--- src/rtl/uart_rx_buffered.sv ---
// uart_rx_buffered: 8N1 UART receiver with mid-bit sampling, sticky error flags and a FWFT byte FIFO.
module uart_rx_buffered #(
  parameter int CLOCK_FREQ  = 50_000_000,
  parameter int BAUD_RATE   = 115200,
  parameter int BUFFER_SIZE = 16
) (
  input  logic                         clk,
  input  logic                         rst_n,
  input  logic                         rx,
  output logic [7:0]                   rd_data,
  output logic                         rd_valid,
  input  logic                         rd_ready,
  output logic [$clog2(BUFFER_SIZE):0] rx_count,
  output logic                         frame_error,
  output logic                         overflow,
  input  logic                         clear_errors
);
  localparam int CPB = CLOCK_FREQ / BAUD_RATE;
  localparam int CW  = $clog2(CPB);
  localparam int AW  = $clog2(BUFFER_SIZE);
  localparam logic [CW-1:0] HALF = CW'(CPB / 2 - 1);
  localparam logic [CW-1:0] LAST = CW'(CPB - 1);
  localparam logic [AW:0]   FULL = (AW + 1)'(BUFFER_SIZE);

  typedef enum logic [1:0] {IDLE, START, DATA, STOP} state_t;

  state_t         state_q, state_d;
  logic [CW-1:0]  cnt_q, cnt_d;
  logic [2:0]     idx_q, idx_d;
  logic [7:0]     shift_q, shift_d;
  logic           rx_meta_q, rx_s_q;
  logic           push, fe_set, pop, full, push_ok;
  logic [7:0]     mem_q [BUFFER_SIZE];
  logic [AW-1:0]  wr_ptr_q, rd_ptr_q;
  logic [AW:0]    count_q, count_d;
  logic           fe_q, ovf_q;

  always_ff @(posedge clk or negedge rst_n)
    if (!rst_n) begin
      rx_meta_q <= 1'b1;
      rx_s_q    <= 1'b1;
      state_q   <= IDLE;
      cnt_q     <= '0;
      idx_q     <= '0;
      shift_q   <= '0;
    end else begin
      rx_meta_q <= rx;
      rx_s_q    <= rx_meta_q;
      state_q   <= state_d;
      cnt_q     <= cnt_d;
      idx_q     <= idx_d;
      shift_q   <= shift_d;
    end

  always_comb begin
    state_d = state_q;
    cnt_d   = cnt_q + 1'b1;
    idx_d   = idx_q;
    shift_d = shift_q;
    push    = 1'b0;
    fe_set  = 1'b0;
    case (state_q)
      IDLE: begin
        cnt_d = '0;
        if (!rx_s_q) state_d = START;
      end
      START: if (cnt_q == HALF) begin
        cnt_d   = '0;
        idx_d   = '0;
        state_d = rx_s_q ? IDLE : DATA;
      end
      DATA: if (cnt_q == LAST) begin
        cnt_d   = '0;
        shift_d = {rx_s_q, shift_q[7:1]};
        idx_d   = idx_q + 1'b1;
        if (idx_q == 3'd7) state_d = STOP;
      end
      STOP: if (cnt_q == LAST) begin
        cnt_d   = '0;
        push    = rx_s_q;
        fe_set  = !rx_s_q;
        state_d = IDLE;
      end
      default: state_d = IDLE;
    endcase
  end

  // a full FIFO still accepts a byte when the head is popped in the same cycle
  assign rd_valid = count_q != '0;
  assign full     = count_q == FULL;
  assign pop      = rd_valid & rd_ready;
  assign push_ok  = push & (!full | pop);
  assign count_d  = (push_ok && !pop) ? count_q + 1'b1 : (!push_ok && pop) ? count_q - 1'b1 : count_q;
  assign rd_data  = rd_valid ? mem_q[rd_ptr_q] : '0;
  assign rx_count    = count_q;
  assign frame_error = fe_q;
  assign overflow    = ovf_q;

  always_ff @(posedge clk)
    if (push_ok) mem_q[wr_ptr_q] <= shift_q;

  always_ff @(posedge clk or negedge rst_n)
    if (!rst_n) begin
      wr_ptr_q <= '0;
      rd_ptr_q <= '0;
      count_q  <= '0;
      fe_q     <= 1'b0;
      ovf_q    <= 1'b0;
    end else begin
      wr_ptr_q <= push_ok ? wr_ptr_q + 1'b1 : wr_ptr_q;
      rd_ptr_q <= pop ? rd_ptr_q + 1'b1 : rd_ptr_q;
      count_q  <= count_d;
      fe_q     <= fe_set | (fe_q & ~clear_errors);
      ovf_q    <= (push & full & !pop) | (ovf_q & ~clear_errors);
    end
endmodule
--- config.mk ---
export PLATFORM = sky130hd
export DESIGN_NAME = uart_rx_buffered
export DESIGN_NICKNAME = d
export VERILOG_FILES = /design/src/rtl/uart_rx_buffered.sv
export SDC_FILE = /design/constraint.sdc
export NUM_CORES = 1
export LEC_CHECK = 0
export ABC_AREA = 1
export CAP_MARGIN = 20
export CORE_MARGIN = 2
export CORE_UTILIZATION = 60
export DETAILED_ROUTE_END_ITERATION = 8
export GPL_TIMING_DRIVEN = 0
export MAX_ROUTING_LAYER = met4
export PLACE_DENSITY = 0.76
export SLEW_MARGIN = 40
export SYNTH_ARGS = -nofsm -noshare
export SYNTH_HDL_FRONTEND = slang
export SYNTH_SLANG_ARGS = --single-unit
--- constraint.sdc ---
create_clock -name clk -period 3.95 [get_ports clk]
set_clock_uncertainty 0.2 [all_clocks]
set_input_delay 0.5925 -clock clk [delete_from_list [all_inputs] [get_ports clk]]
set_output_delay 0.5925 -clock clk [all_outputs]
set_load 0.005 [all_outputs]
# --- Word-level counts from Yosys, hierarchy flattened ---
# Memories as Yosys holds them, arrays and structs flattened.
# Index checks and enable logic that the tools add are counted.
classes:
  addsub: 6
  eq_ne: 12
  mux: 22
  n_bitwise: 10
  reduce_logical: 14
op_table:
  columns: ["operator", "n"]
  rows:
  - ["one-hot mux 9 bit (3 select lines)", 1]
  - ["2-to-1 mux 9 bit", 2]
  - ["2-to-1 mux 2 bit", 6]
  - ["2-to-1 mux 5 bit", 2]
  - ["!= test 2 bit (second input constant)", 5]
  - ["adder 9 x 1 -> 9 bit (second input constant)", 1]
  - ["== test 9 x 8 -> 1 bit (second input constant)", 1]
  - ["== test 9 bit (second input constant)", 1]
  - ["adder 4 x 1 -> 4 bit (second input constant)", 2]
  - ["2-to-1 mux 8 bit", 1]
  - ["one-hot mux 2 bit (4 select lines)", 1]
  - ["bitwise AND 1 bit", 6]
  - ["2-to-1 mux 1 bit", 6]
  - ["2-to-1 mux 3 bit", 2]
  - ["one-hot mux 3 bit (2 select lines)", 1]
  - ["adder 5 x 1 -> 5 bit (second input constant)", 1]
  - ["== test 5 bit (second input constant)", 1]
  - ["AND reduction 5 bit", 1]
  - ["nonzero test 5 bit", 1]
  - ["subtractor 5 x 1 -> 5 bit (second input constant)", 1]
  - ["== test 2 bit (second input constant)", 2]
  - ["zero test 1 bit", 4]
  - ["nonzero test 2 bit", 2]
  - ["adder 3 x 1 -> 3 bit (second input constant)", 1]
  - ["9 further kinds", 12]
word_totals:
  regBits: 39
  ramBits: 128
  input_bits: 5
  out_inout_bits: 16
  mem_count: 1
mem_list:
  columns: ["name", "depth", "word_bits", "read_ports", "rd_clocked_by_memory_dff", "write_ports", "line_no", "text"]
  rows:
  - ["mem_q", 16, 8, 1, 0, 1, "33", "logic [7:0] mem_q [BUFFER_SIZE];"]

# --- Logic depth before layout (Yosys ltp) ---
depth:
  word_depth: 8
  ltp_mapped: 17

# --- Least setup slack after synthesis ---
# No wires, ideal clock.
synth_timing:
  path_type: "register -> register"
  startpoint: "register cnt_q[1]"
  endpoint: "register count_q[4], in the netlist rx_count[4]"
  setup_ns: 0.065
  t_arrival_ns: 2.325
  required_time_ns: 3.685
  path_slack_ns: 1.360
  path_stages_with_launch: 18
  n_path_buf: 0
  synth_period_minus_slack_ns: 2.590
  path_cell_list: "dfrtp_1 inv_1 ha_1 nand2_1 nor2_1 nand2_2 inv_4 nand3_4 inv_6 ha_1 inv_1 fa_1 a21oi_1 nor2_1 nor2_1 xor2_1 nand2_1 nand2_1"
synth_via:
  elab_chain_cells: 7
  word_cells_on_any_way: 9
  cone_classes: "eq/ne: 1; mux: 3; bitwise: 1; reduce/logical: 4"
synth_rtl:
  columns: ["element", "line_no", "text"]
  rows:
  - ["start, declared", "28", "logic [CW-1:0] cnt_q, cnt_d;"]
  - ["start signal, assigned", "50", "cnt_q <= cnt_d;"]
  - ["== test 9 bit *", "78", "STOP: if (cnt_q == LAST) begin"]
  - ["2-to-1 mux 1 bit *", "78", null]
  - ["2-to-1 mux 1 bit *", "62", "case (state_q)"]
  - ["bitwise AND 1 bit *", "92", "assign push_ok = push & (!full | pop);"]
  - ["named net push_ok", "32", "logic push, fe_set, pop, full, push_ok;"]
  - ["zero test 1 bit", "93", "assign count_d = (push_ok && !pop) ? count_q + 1'b1 : (!push_ok && pop) ? count_q - 1'b1 : count_q;"]
  - ["logical AND 1 bit", "93", null]
  - ["nonzero test 2 bit (no line)", null, null]
  - ["end signal, assigned", "112", "count_q <= count_d;"]
  - ["end, declared", "35", "logic [AW:0] count_q, count_d;"]
# Mark *: on every way through the listed nets, which the timed path passes. The rest lies on a longest branch.
# A chain may end at the register's enable or synchronous reset.

# --- Worst setup path after layout ---
layout_timing:
  startpoint: "register rd_ptr_q[0]"
  endpoint: "output port rd_data[1]"
layout_via:
  elab_chain_cells: 2
layout_rtl:
  columns: ["element", "line_no", "text"]
  rows:
  - ["start, declared", "34", "logic [AW-1:0] wr_ptr_q, rd_ptr_q;"]
  - ["start signal, assigned", "111", "rd_ptr_q <= pop ? rd_ptr_q + 1'b1 : rd_ptr_q;"]
  - ["memory read (16 x 8 bit)", null, null]
  - ["2-to-1 mux 8 bit", "94", "assign rd_data = rd_valid ? mem_q[rd_ptr_q] : '0;"]
  - ["end, declared", "10", "output logic [7:0] rd_data,"]
# No other way between the ends.

==> impl_summary.txt <==
----------------------------------------------------
[Floorplan]
  Die area ... 12,900 um^2
  Effective utilization at floorplan ... 60.9%
  Die height ... 114 um
  Boundary pin count ... 21
  Chip width ... 114 um
  Num rows ... 40
  Core region area ... 11,900 um^2

[Route]
  Routed vias/inst ... 5.83
  Detailed-routing iteration count for the pre-antenna-repair pass ... 5
  Via Count ... 5,074
  Average detailed-routed wire length per instance ... 18.8 um
  Residual DRC ... 0
  Remaining number of nets flagged by the antenna check after routing ... 0
  WL final ... 16.4 mm
  Initial drt markers ... 466

[Status]
  Outcome ... finished, final reports clean

[Clock tree]
  Deepest level of the CTS H-tree ... 4
  Post-CTS repair timing setup buffer count ... 0
  Clock-pin slew reported for the worst setup and hold paths after clock tree synthesis ... 0.06 ns
  Quantity of gates resized following cts ... 0
  Sink count of the clock tree ... 167
  Clock tree buffer depth ... 2
  Clock latency reported for the late side of the worst-skew pair ... 0.42 ns
  Number of buffers created by CTS ... 17
  Root buffer cell ... sky130_fd_sc_hd__clkbuf_16
  Clock tree from TritonCTS ... yes

[Synth]
  Post-synthesis async set-or-reset flop share ... 23.4%
  Leading cell type by number of instances after synthesis ... sky130_fd_sc_hd__nand2_1
  Synth Warn # ... 0
  Number of register bits inferred by synthesis ... 167
  Net Count, Synth ... 691
  Number of distinct standard cells referenced by the synthesized netlist ... 36
  Count of mapped cells out of synthesis ... 671
  Area share of the largest cell type after synthesis ... 53.2%
  Primary FF master, synth ... sky130_fd_sc_hd__edfxtp_1
  Post-synthesis instance area ... 7220 um^2
  Leading cell types by count after synthesis ... sky130_fd_sc_hd__nand2_1, sky130_fd_sc_hd__edfxtp_1, sky130_fd_sc_hd__nand3_1, sky130_fd_sc_hd__nor2_1, sky130_fd_sc_hd__dfrtp_1
  Area leader, netlist ... sky130_fd_sc_hd__edfxtp_1
  Register area share after synthesis ... 66.7%
  Count of flip-flops with a built-in enable after synthesis ... 128
  Area contributors post-synth ... sky130_fd_sc_hd__edfxtp_1, sky130_fd_sc_hd__dfrtp_1, sky130_fd_sc_hd__nand2_1
  Average cell area after synthesis ... 10.8 um^2

[Critical path]
  Critical R2R Capture ... rx_count[4]
  Worst R2R Setup Slack ... 1.05 ns
  Worst endpoint data arrival time ... 2.51 ns
  Cell with the largest stage delay on the worst path ... sky130_fd_sc_hd__clkdlybuf4s50_1
  Critical-path cell list ... buf_2 -> buf_2 -> nand2_1 -> nand3_1 -> nand3_1 -> nand2_1 -> nand2_1 -> a21oi_1 -> clkdlybuf4s50_1
  Endpoint class of the critical path ... output port
  Longest individual stage delay on the worst path ... 0.53 ns
  Crit Path Max Fanout ... 10
  Setup CP Type ... reg -> out
  Startpoint of the lowest-slack register-to-register path ... cnt_q[1]
  Required time of the critical path ... 3.16 ns
  Number of cells traversed by the worst register-to-register path ... 17
  Crit-path most repeated cell ... sky130_fd_sc_hd__nand2_1
  CP startpoint kind ... register

[Timing]
  Pin slew with the least headroom to its limit ... 0.800 ns
  Final period utilization ... 83.6%
  Minimum clock period after layout ... 3.30 ns
  Unrepaired setup endpoints after global routing ... false
  Final hold violations ... 0
  Number of pins with negative max-slew slack in the final report ... 0
  TNS Setup ... 0 ns
  Rel. slew slack ... 46.4%
  Max Clock Freq ... 0.303 GHz
  Total setup violations reported at the end of the flow ... 0

[Cells and area]
  Share of layout cells above drive strength 1 ... 9.39%
  Finished Layout Cells ... 871
  Relative area change from synthesis to final layout ... 13.6%
  Layout net count ... 731
  Number of antenna cells inserted ... 0

[Power and ir drop]
  Switch share ... 18.5%
  Leakage ... 3.45 nW
  Internal Pwr Total ... 2.87 mW
  Combinational Power Share ... 0.4%
  Power density over the cells ... 429 nW/um^2
  Maximum ir drop on the vdd rail ... 0.240 mV
  Sequential power share ... 53.2%
  Clock network power share ... 46.4%
  Power dissipated by switching net loads ... 0.650 mW

[GRT]
  Number of global-route vias before repair ... 4,965
  Initial antenna violation count ... 0
  Pin count of the biggest net entering global routing ... 40
  Global-route total usage across every layer ... 28.2%
  Remaining global-route overflow ... 0
  Wire length of the first global-routing pass ... 25.9 mm

[Hold path]
  Worst hold path endpoint ... rx_s_q
  Min-Delay Path Class ... reg -> reg
  Number of instances on the worst hold path ... 0
  Worst hold path startpoint ... rx_meta_q

[Place]
  Total placed cells including tap cells ... 838
  Number of buffer cells added on primary ports ... 20
  GP Congestion ... 0.921
  HPWL after DPL ... 11.2 mm

[Run]
  Max-cap check violation count ... 0

----------------------------------------------------
[cell families (layout without fill, tap and decap cells)]
family                     after synthesis  after routing  share of synthesized area, %
AOI/OAI and AO/OA                       32             32                          2.34
xor gates and xnor gates                12             12                          1.45
adders and majority gates               15             15                          2.70
buffers and inverters                   66            119                          4.00
DFF                                    167            167                          66.7
and+or+nand+nor                        379            379                          22.8
[worst max-delay path by stage]
stage                start           to  slack [ns]
4_1_cts        rd_ptr_q[0]   rd_data[1]        0.63
3_3_place_gp      rd_ready  rx_count[4]        0.85
3_5_place_dp      rd_ready  rx_count[4]        0.77
5_1_grt        rd_ptr_q[0]   rd_data[4]        0.47
6_report       rd_ptr_q[0]   rd_data[1]        0.65
2_1_floorplan     cnt_q[1]  rx_count[4]        1.36
[stage by stage]
stage                     hold WS, ns  total power [mW]  cell area [um^2]  worst slack (ns)  utilization [%]
after floorplan                0.0969              1.91              7220              1.36                -
after global placement          0.148              1.92              7610             0.853             64.1
after detailed placement        0.156              1.92              7610             0.771             64.2
after CTS                       0.158              3.54              8200             0.635             69.1
after global routing            0.159              3.61              8200             0.465             69.2
final                           0.158              3.52              8200             0.649             69.2
[sequential cells by signal (all words and copies together), names as in the netlist, named ones only]
register and cells:
cnt_q 9, frame_error 1, idx_q 3, mem_q 128, overflow 1, rd_ptr_q 4
rx_count 5, rx_meta_q 1, rx_s_q 1, shift_q 8, state_q 1, wr_ptr_q 4
[layout make-up]
class / count / area [um^2]
plain buffers: 26 / 131
clock buffers: 23 / 448
clock inverters: 9 / 130
fillers: 859 / 3660
inverters: 40 / 158
multi-input cells: 438 / 2120
flip-flops and latches: 167 / 4820
well taps: 147 / 184
repair buffers: 21 / 208
[cell usage in the layout (no fill, tap or decap), drive strengths merged]
cell type / Yosys / layout
xnor2: 2 / 2
inv: 38 / 38
clkinvlp: 0 / 3
a21oi: 13 / 13
nand3b: 1 / 1
a31oi: 1 / 1
nand3: 109 / 109
dlygate4sd3: 0 / 1
fa: 1 / 1
nor2: 41 / 41
nand4: 5 / 5
o32ai: 1 / 1
nand2: 220 / 220
dfrtp: 37 / 37
o21ai: 15 / 15
bufinv: 0 / 3
dfstp: 2 / 2
xor2: 10 / 10
clkbuf: 4 / 27
o22ai: 1 / 1
clkinv: 2 / 5
clkdlybuf4s50: 0 / 19
a21boi: 1 / 1
nor3: 3 / 3
buf: 22 / 23
edfxtp: 128 / 128
ha: 14 / 14
[power by group through the flow]
| stage | Sequential, mW | Clock, mW | Combinational, mW |
|---|---|---|---|
| 5_1_grt | 1.87 | 1.73 | 0.0158 |
| 4_1_cts | 1.87 | 1.65 | 0.0143 |
| 3_3_place_gp | 1.91 | 0 | 0.0132 |
| 3_5_place_dp | 1.91 | 0 | 0.0135 |
| 2_1_floorplan | 1.91 | 0 | 0.000890 |
| 6_report | 1.87 | 1.63 | 0.0136 |
[what timing repair did]
action                                  4_1_cts  5_1_grt
hold endpoints to repair                     37        0
endpoints found under the setup margin        0        0
hold buffers                                  1        0
[critical path: cells and delay by family, from the launching register on]
kind                   cells  cell delay, ns
DFF                        1            0.41
AOI/OAI and AO/OA          1            0.17
and+or+nand+nor            5            0.46
buffers and inverters      3            1.04
[routing by layer]
layer	wire length, um	vias to the layer above	GRT usage [%]
met4	524	0	12.3
met2	7850	227	43.4
met5	0	-	-
met3	1300	37	6.48
li1	-	2357	-
met1	6690	2453	36.4
(Power assumes the default switching activity.)
